==> config.mk <==
export PLATFORM = sky130hd
export DESIGN_NAME = seq_det_param
export DESIGN_NICKNAME = d
export VERILOG_FILES = /design/src/rtl/seq_det_param.sv
export SDC_FILE = /design/constraint.sdc
export NUM_CORES = 1
export LEC_CHECK = 0
export CORE_UTILIZATION = 30
export CTS_BUF_LIST = sky130_fd_sc_hd__clkbuf_4 sky130_fd_sc_hd__clkbuf_8
export DETAILED_ROUTE_END_ITERATION = 8
export PLACE_DENSITY = 0.55
export SYNTH_ARGS = -nofsm -noshare
export SYNTH_HDL_FRONTEND = slang
export SYNTH_SLANG_ARGS = --single-unit
==> constraint.sdc <==
create_clock -name clock -period 4.4 [get_ports clock]
set_input_delay 0.88 -clock clock [delete_from_list [all_inputs] [get_ports clock]]
set_output_delay 0.88 -clock clock [all_outputs]
set_load 0.02 [all_outputs]
==> src/rtl/seq_det_param.sv <==
`default_nettype none
// ============================================================================
// Module      : seq_det_param
// Description : Parametrised serial pattern detector. While start is high, one
//               bit per clock is shifted into a PAT_LEN-bit window. The window
//               is compared against a runtime-loadable pattern register. A
//               registered one-cycle pulse marks each match. A saturating
//               counter records matches since reset or the last pattern load.
//               Matches may share bits (OVERLAP=1). With OVERLAP=0 the window
//               is flushed after each match.
// Ports       : clock      - rising-edge clock
//               reset      - synchronous, active-high reset
//               start      - bit enable; serial_in is sampled only when high
//               serial_in  - serial data bit
//               pat_load   - one-cycle strobe, loads pat_in as the new pattern
//               pat_in     - new pattern, MSB = first bit received
//               seq_out    - registered one-cycle match pulse
//               match_cnt  - saturating match count
//               cnt_sat    - high while match_cnt is all-ones
//               armed      - high while the window holds PAT_LEN valid bits
// Revision    : 1.0 - initial release
// ============================================================================
module seq_det_param #(
   parameter int unsigned        PAT_LEN = 4,
   parameter logic [PAT_LEN-1:0] PATTERN = 4'b1011,
   parameter bit                 OVERLAP = 1'b1,
   parameter int unsigned        CNT_W   = 8
) (
   input  logic               clock,
   input  logic               reset,
   input  logic               start,
   input  logic               serial_in,
   input  logic               pat_load,
   input  logic [PAT_LEN-1:0] pat_in,
   output logic               seq_out,
   output logic [CNT_W-1:0]   match_cnt,
   output logic               cnt_sat,
   output logic               armed
);

   localparam int unsigned FILL_W = $clog2(PAT_LEN + 1);
   localparam logic [FILL_W-1:0] c_full    = FILL_W'(PAT_LEN);
   localparam logic [CNT_W-1:0]  c_cnt_max = {CNT_W{1'b1}};

   typedef enum logic [1:0] {
      ST_IDLE  = 2'd0,
      ST_FILL  = 2'd1,
      ST_ARMED = 2'd2
   } state_t;

   state_t              r_state;
   state_t              w_state_nxt;
   logic [PAT_LEN-1:0]  r_pattern;
   logic [PAT_LEN-1:0]  w_pattern_nxt;
   logic [PAT_LEN-1:0]  r_window;
   logic [PAT_LEN-1:0]  w_window_nxt;
   logic [FILL_W-1:0]   r_fill;
   logic [FILL_W-1:0]   w_fill_nxt;
   logic [CNT_W-1:0]    r_match_cnt;
   logic [CNT_W-1:0]    w_cnt_nxt;
   logic                r_seq_out;
   logic                w_seq_nxt;

   logic                w_bit;
   logic [PAT_LEN-1:0]  w_shift;
   logic [FILL_W-1:0]   w_fill_inc;
   logic                w_hit;

   // Only a definite 1 counts as a one; X or Z enters the window as 0 so an
   // undriven line can never produce a match.
   assign w_bit      = (serial_in === 1'b1);
   assign w_shift    = {r_window[PAT_LEN-2:0], w_bit};
   assign w_fill_inc = (r_fill == c_full) ? c_full : (r_fill + FILL_W'(1));
   // A match requires a fully populated window, so stale zeros left over from
   // reset or a flush can never complete a pattern early.
   assign w_hit      = (w_shift == r_pattern) && (w_fill_inc == c_full);

   always_ff @(posedge clock) begin
      if (reset) begin
         r_state     <= ST_IDLE;
         r_pattern   <= PATTERN;
         r_window    <= '0;
         r_fill      <= '0;
         r_match_cnt <= '0;
         r_seq_out   <= 1'b0;
      end else begin
         r_state     <= w_state_nxt;
         r_pattern   <= w_pattern_nxt;
         r_window    <= w_window_nxt;
         r_fill      <= w_fill_nxt;
         r_match_cnt <= w_cnt_nxt;
         r_seq_out   <= w_seq_nxt;
      end
   end

   always_comb begin
      w_state_nxt   = r_state;
      w_pattern_nxt = r_pattern;
      w_window_nxt  = r_window;
      w_fill_nxt    = r_fill;
      w_cnt_nxt     = r_match_cnt;
      w_seq_nxt     = 1'b0;

      if (pat_load) begin
         // A new pattern restarts detection from scratch; the bit presented
         // in this cycle is discarded even if start is high.
         w_pattern_nxt = pat_in;
         w_window_nxt  = '0;
         w_fill_nxt    = '0;
         w_cnt_nxt     = '0;
         w_state_nxt   = ST_IDLE;
      end else if (start) begin
         w_window_nxt = w_shift;
         w_fill_nxt   = w_fill_inc;
         w_state_nxt  = (w_fill_inc == c_full) ? ST_ARMED : ST_FILL;
         if (w_hit) begin
            w_seq_nxt = 1'b1;
            if (r_match_cnt != c_cnt_max) begin
               w_cnt_nxt = r_match_cnt + CNT_W'(1);
            end
            if (OVERLAP == 1'b0) begin
               // Clearing fill alone is enough: the match gate ignores the
               // window contents until PAT_LEN fresh bits have arrived.
               w_fill_nxt  = '0;
               w_state_nxt = ST_FILL;
            end
         end
      end
   end

   assign seq_out   = r_seq_out;
   assign match_cnt = r_match_cnt;
   assign cnt_sat   = (r_match_cnt == c_cnt_max);
   assign armed     = (r_fill == c_full);

endmodule
`default_nettype wire
==> results.sh, run 1 <==
export IMPL_synth_area_leaders="dfxtp_1, mux2i_1, ha_1"
export IMPL_hold_start="match_cnt[1]$_SDFFE_PP0P_"
export IMPL_routed_wirelength_um=1936
export IMPL_vias=779
export IMPL_place_congestion=0.6982
export IMPL_synthXorXnorAreaFrac_pct=3.518
export IMPL_h_tree_depth=1
export IMPL_fillCellCount=343
export IMPL_die_h_um=59.62
export IMPL_p_leak_uw=0.0004073
export IMPL_min_delay_path_class="reg -> reg"
export IMPL_cts_buffers=3
export IMPL_crit_path_top_delay_cell="clkdlybuf4s50_1"
export IMPL_ys_types=33
export IMPL_reg2reg_to="match_cnt[0]$_SDFFE_PP0P_"
export IMPL_synth_fa_ha_area_share_pct=3.769
export IMPL_drive_above_1_share_pct=7.200
export IMPL_core_area_um2=3103
export IMPL_antenna_found_initial=0
export IMPL_cts_tree="done"
export IMPL_path_clk_slew_ns=0.11
export IMPL_drc=0
export IMPL_grt_pass1_wl_um=3408
export IMPL_crit_type="reg -> out"
export IMPL_gr_usage_met2_pct=21.99
export IMPL_ctsResizeCount=0
export IMPL_row_count=20
export IMPL_grt_use_met1_pct=14.85
export IMPL_finalMaxSlewViolations=0
export IMPL_grt_busiest_layer="met2"
export IMPL_crit_buf_inv=1
export IMPL_yosys_area_top_type="dfxtp_1"
export IMPL_clk_root_buffer_cell="clkbuf_4"
export IMPL_drt_iter0_markers=13
export IMPL_muxShareOfSynthArea_pct=12.06
export IMPL_pwr_density_cell_nw_per_um2=240.6
export IMPL_fin_worst_skew_ns=0.004161
export IMPL_grt_start_max_net_pins=14
export IMPL_synth_seq_cells=19
export IMPL_critPathArrivalTime_ns=2.06
export IMPL_rsz0062_at_grt="no"
export IMPL_grtUsageMet3_pct=2.183
export IMPL_hold_depth=2
export IMPL_io_buffers=19
export IMPL_holdPathEnd="match_cnt[1]$_SDFFE_PP0P_"
export IMPL_globalRouteOverflowTotal=0
export IMPL_synth_compound_area_share_pct=9.171
export IMPL_start_util_pct=32.10
export IMPL_tightest_slew_ns=0.9370
export IMPL_vdd_drop_max_v=0.00009732
export IMPL_num_nets_final=138
export IMPL_area_growth_pct=23.49
export IMPL_status="finished clean"
export IMPL_synth_cells=108
export IMPL_clk_latency_ns=0.30
export IMPL_viasPerCell=4.609
export IMPL_grt_usage_pct=12.82
export IMPL_finalSetupViolations=0
export IMPL_fp_dieW_um=59.62
export IMPL_synth_top_area_share_pct=38.19
export IMPL_antenna_left=0
export IMPL_wl_per_cell_um=11.46
export IMPL_dpl_hpwl_um=1432
export IMPL_syn_area_um2=996.0
export IMPL_crit_path_start_kind="register"
export IMPL_syn_avg_cell_area_um2=9.222
export IMPL_synth_top_family_by_area="simple AND/OR/NAND/NOR gates"
export IMPL_yosys_warnings=0
export IMPL_clock_path_buffers=2
export IMPL_r2r_slack_ns=2.12
export IMPL_slowest_delay_ns=0.67
export IMPL_synth_nets=120
export IMPL_tns_ns=0
export IMPL_min_period_ns=2.942
export IMPL_cts_hold_buf=0
export IMPL_whs_ns=0.4998
export IMPL_finalCritPeriodShare_pct=66.87
export IMPL_dr_pass1_iters=4
export IMPL_fmax_mhz=339.9
export IMPL_setup_worst_path_end_class="output pin"
export IMPL_worst_path_max_fanout=7
export IMPL_final_hold_violation_count=0
export IMPL_io_pins=20
export IMPL_drv_cap=0
export IMPL_reg2reg_from="r_fill[0]$_SDFFE_PP0P_"
export IMPL_reg2reg_depth=6
export IMPL_ys_seq_area_share_pct=38.19
export IMPL_worstPathCellList="ha_1 -> nand3_1 -> nor2_2 -> clkdlybuf4s50_1"
export IMPL_yosys_area_share_simple_pct=28.27
export IMPL_required_ns=3.52
export IMPL_diodes=0
export IMPL_post_cts_setup_buffer_count=0
export IMPL_cp_top_family="buffers and inverters"
export IMPL_die_area_um2=3555
export IMPL_relSlewSlack_pct=37.26
export IMPL_cts_sinks=19
export IMPL_first_global_vias=796
[cells by family after synthesis]
family | count (synthesis)
fa+ha+maj | 3
xor+xnor | 4
compound gates | 12
flops | 19
buf+inv | 9
mux | 12
simple gates | 49
[through the flow]
stage          util (%)  instances  worst slack, ns  area [um2]  power (uW)
2_1_floorplan         -        108            2.336       996.0       201.2
3_3_place_gp      38.75        165            1.445        1202       210.4
3_5_place_dp      38.75        165            1.375        1202       210.7
4_1_cts           39.64        169            1.437        1230       299.4
5_1_grt           39.64        169            1.292        1230       311.7
6_report          39.64        169            1.458        1230       295.9
[cell usage after synthesis (all sizes together)]
master,count
or3,4
and2b,1
o31ai,1
a211o,3
ha,3
buf,3
or4,1
nor4b,2
mux2i,12
nor3,5
o2111ai,1
clkbuf,3
nor2,10
inv,3
and3,1
a21o,1
and2,1
xnor2,4
o41a,1
o211ai,1
o21ai,1
a21oi,2
nand3,3
o21a,1
dfxtp,19
nor2b,4
nor4,2
or2,1
nand4,2
nand2b,2
nand2,10
[flip-flops by register name (all words and copies together) (netlist names)]
name       count
match_cnt      8
r_fill         3
r_pattern      4
r_window       3
seq_out        1
[tightest hold or removal path, delay by kind of cell, from the launching register on]
family           cells  cell delay, ns
multiplexers         1            0.05
flip-flops           1            0.35
AND/OR/NAND/NOR      1            0.06
[metal layers]
metal  share of wire (%)  vias to the layer above
met5                   0                        -
met1                  49                      354
met2                  47                       10
li1                    -                      413
met4                 1.3                        0
met3                 2.2                        2
[cells in the final DEF, fill, tap and decap left out, types with 2 or more instances in the layout]
cell type,netlist,routed
nor4_2,2,2
ha_1,3,3
nor2_1,9,9
nand2b_1,2,2
dfxtp_1,19,19
nand2_1,10,10
clkdlybuf4s50_1,0,19
nor3_1,5,5
inv_1,3,3
clkbuf_4,0,3
a211o_1,3,3
nand4_1,2,2
nor2b_1,4,4
or3_1,4,4
a21oi_1,2,2
nand3_1,3,3
xnor2_1,4,4
nor4b_2,2,2
mux2i_1,12,12
[layout make-up]
type	count	area, um2	area share, %
timing repair buffer	19	190.2	15.46
sequential	19	380.4	30.93
tap	44	55.05	4.476
clock inverter	1	5.005	0.4069
multi-input combinational	80	565.5	45.98
inverter	3	11.26	0.9156
clock buffer	3	22.52	1.831
[power breakdown]
part / total [uW] / switching, uW / leakage, uW / internal [uW]
clock: 89.2 / 55.3 / 0.0000177 / 33.8
sequential: 178 / 2.94 / 0.000154 / 175
combinational: 28.4 / 12.4 / 0.000235 / 15.9
total: 296 / 70.7 / 0.000407 / 225
[worst max-delay path by stage]
stage                                    startpoint                        end  slack (ns)  depth (start not counted)
after floorplan           match_cnt[0]$_SDFFE_PP0P_                    cnt_sat        2.34                          3
after global placement                        start  match_cnt[0]$_SDFFE_PP0P_        1.44                          5
after detailed placement                      start  match_cnt[0]$_SDFFE_PP0P_        1.38                          5
after CTS                 match_cnt[0]$_SDFFE_PP0P_                    cnt_sat        1.44                          4
after global routing      match_cnt[0]$_SDFFE_PP0P_                    cnt_sat        1.29                          4
final                     match_cnt[0]$_SDFFE_PP0P_                    cnt_sat        1.46                          4
No activity file was read; power rests on OpenSTA's default activity.
==> inputs of run 2 (changes only) <==
--- a/config.mk
+++ b/config.mk
@@ -8,7 +8,7 @@
 export CORE_UTILIZATION = 30
 export CTS_BUF_LIST = sky130_fd_sc_hd__clkbuf_4 sky130_fd_sc_hd__clkbuf_8
 export DETAILED_ROUTE_END_ITERATION = 8
-export PLACE_DENSITY = 0.55
+export PLACE_DENSITY = 0.57
 export SYNTH_ARGS = -nofsm -noshare
 export SYNTH_HDL_FRONTEND = slang
 export SYNTH_SLANG_ARGS = --single-unit
==> constraint.sdc (replaced) <==
create_clock -name clock -period 2.64 [get_ports clock]
set_input_delay 0.528 -clock clock [delete_from_list [all_inputs] [get_ports clock]]
set_output_delay 0.528 -clock clock [all_outputs]
set_load 0.02 [all_outputs]
==> run 2 against run 1 <==
Effect of this change: setup slack lost 1.3 ns; critical path type unchanged; count of clock-buffer cells in the layout rose by 1; flip-flop and latch count did not move; first-iteration DRC count up 85%; largest power group unchanged; register-to-register slack worse by 1.5 ns; hold slack got worse by 0.0019 ns; combinational power rose by 77%; sequential share of layout area is 0.74 points lower; design area increased by 2.4%.
==> results.sh, run 2 (synthesized netlist as in run 1, its figures left out) <==
export IMPL_core_area_um2=3103
export IMPL_cts_buffers=3
export IMPL_tns_ns=0
export IMPL_min_period_ns=2.514
export IMPL_antenna_found_initial=0
export IMPL_fin_util_pct=40.60
export IMPL_die_area_um2=3555
export IMPL_mostFrequentLayoutCells="clkdlybuf4s50_1, dfxtp_1, mux2i_1"
export IMPL_crit_type="reg -> out"
export IMPL_io_pins=20
export IMPL_totalPowerFinal_uw=507.5
export IMPL_io_buffers=19
export IMPL_crit_path_start_kind="register"
export IMPL_grt_start_max_net_pins=13
export IMPL_pwr_density_cell_nw_per_um2=402.8
export IMPL_die_h_um=59.62
export IMPL_cts_hold_buf=0
export IMPL_globalRouteOverflowTotal=0
export IMPL_tightest_slew_ns=0.9850
export IMPL_num_nets_final=141
export IMPL_h_tree_depth=1
export IMPL_reg2reg_depth=6
export IMPL_status="finished clean"
export IMPL_required_ns=2.11
export IMPL_drive_above_1_share_pct=9.375
export IMPL_worst_path_max_fanout=7
export IMPL_final_area_um2=1260
export IMPL_relSlewSlack_pct=34.05
export IMPL_cts_tree="done"
export IMPL_reg2reg_to="match_cnt[5]$_SDFFE_PP0P_"
export IMPL_final_hold_violation_count=0
export IMPL_fmax_mhz=397.7
export IMPL_p_leak_uw=0.0004220
export IMPL_finalMaxSlewViolations=0
export IMPL_holdPathEnd="match_cnt[1]$_SDFFE_PP0P_"
export IMPL_path_clk_slew_ns=0.11
export IMPL_clock_path_buffers=2
export IMPL_first_global_vias=714
export IMPL_clk_root_buffer_cell="clkbuf_4"
export IMPL_vdd_drop_max_v=0.0001499
export IMPL_hold_start="match_cnt[1]$_SDFFE_PP0P_"
export IMPL_place_congestion=0.7314
export IMPL_drt_iter0_markers=24
export IMPL_dr_pass1_iters=4
export IMPL_reg2reg_from="r_fill[0]$_SDFFE_PP0P_"
export IMPL_vias=815
export IMPL_viasPerCell=4.738
export IMPL_cp_startpoint="match_cnt[0]$_SDFFE_PP0P_"
export IMPL_dpl_hpwl_um=1405
export IMPL_finalSetupViolations=0
export IMPL_fp_dieW_um=59.62
export IMPL_antenna_left=0
export IMPL_row_count=20
export IMPL_wl_per_cell_um=11.38
export IMPL_area_growth_pct=26.51
export IMPL_grt_usage_pct=12.97
export IMPL_fillCellCount=339
export IMPL_post_cts_setup_buffer_count=0
export IMPL_drc=0
export IMPL_start_util_pct=32.10
export IMPL_finalCritPeriodShare_pct=95.24
export IMPL_min_delay_path_class="reg -> reg"
export IMPL_finalWorstSetupSlack_ns=0.1257
export IMPL_clk_latency_ns=0.30
export IMPL_setup_worst_path_end_class="output pin"
export IMPL_pre_cts_ws_ns=0.3547
export IMPL_fin_worst_skew_ns=0.003927
export IMPL_critPathArrivalTime_ns=1.99
export IMPL_hold_depth=2
export IMPL_diodes=0
export IMPL_drv_cap=0
export IMPL_routed_wirelength_um=1957
export IMPL_dpl_cell_area_um2=1225
export IMPL_grt_pass1_wl_um=3387
export IMPL_cts_sinks=19
export IMPL_r2r_slack_ns=0.60
export IMPL_largest_reg_flops=8
## run 2: repair_timing
action | 4_1_cts | 5_1_grt
resized for setup | 0 | 1
endpoints found under the setup margin | 0 | 1
hold endpoints to repair | 0 | 0
## run 2: report_power, final
group | total, uW | switching, uW | internal (uW) | leakage (uW)
clock network | 160 | 91.3 | 69.2 | 0.0000184
registers | 297 | 4.38 | 292 | 0.000154
logic | 50.3 | 21.4 | 28.9 | 0.000249
total | 507 | 117 | 390 | 0.000422
## run 2: layer usage
metal  track usage, %  vias to the layer above  share of wire (%)  wire length [um]
met5                0                        -                  0                 0
met4            7.973                        0                2.5                48
met3            1.965                        4                3.0                59
met2            18.30                       14                 46               891
met1            18.33                      376                 49               958
li1                 -                      421                  -                 -
## run 2: area by class of cell
class	instances	area, um2	area share, %
Multi-Input combinational cell	80	570.5	45.28
Sequential cell	19	380.4	30.19
Timing Repair Buffer	22	212.7	16.88
Tap cell	44	55.05	4.369
Clock buffer	4	30.03	2.383
Inverter	3	11.26	0.8937
## run 2: critical path: stages, from the launching register on
cell and delay, ns:
dfxtp_1 0.40, ha_1 0.25, nand3_1 0.16, nor2_4 0.23, clkdlybuf4s50_1 0.64
## run 2: through the flow
step	cells	hold slack [ns]
6_report	172	0.4979
5_1_grt	172	0.5197
4_1_cts	172	0.4980
3_5_place_dp	168	0.4816
3_3_place_gp	168	0.4702
2_1_floorplan	108	0.4818
## run 2: worst max path at each step
stage	cells after the start	slack, ns	end
after floorplan	7	0.87	match_cnt[7]$_SDFFE_PP0P_
after global placement	5	0.40	match_cnt[7]$_SDFFE_PP0P_
after detailed placement	5	0.35	match_cnt[0]$_SDFFE_PP0P_
after CTS	4	0.02	cnt_sat
after global routing	4	-0.02	cnt_sat
final	4	0.13	cnt_sat
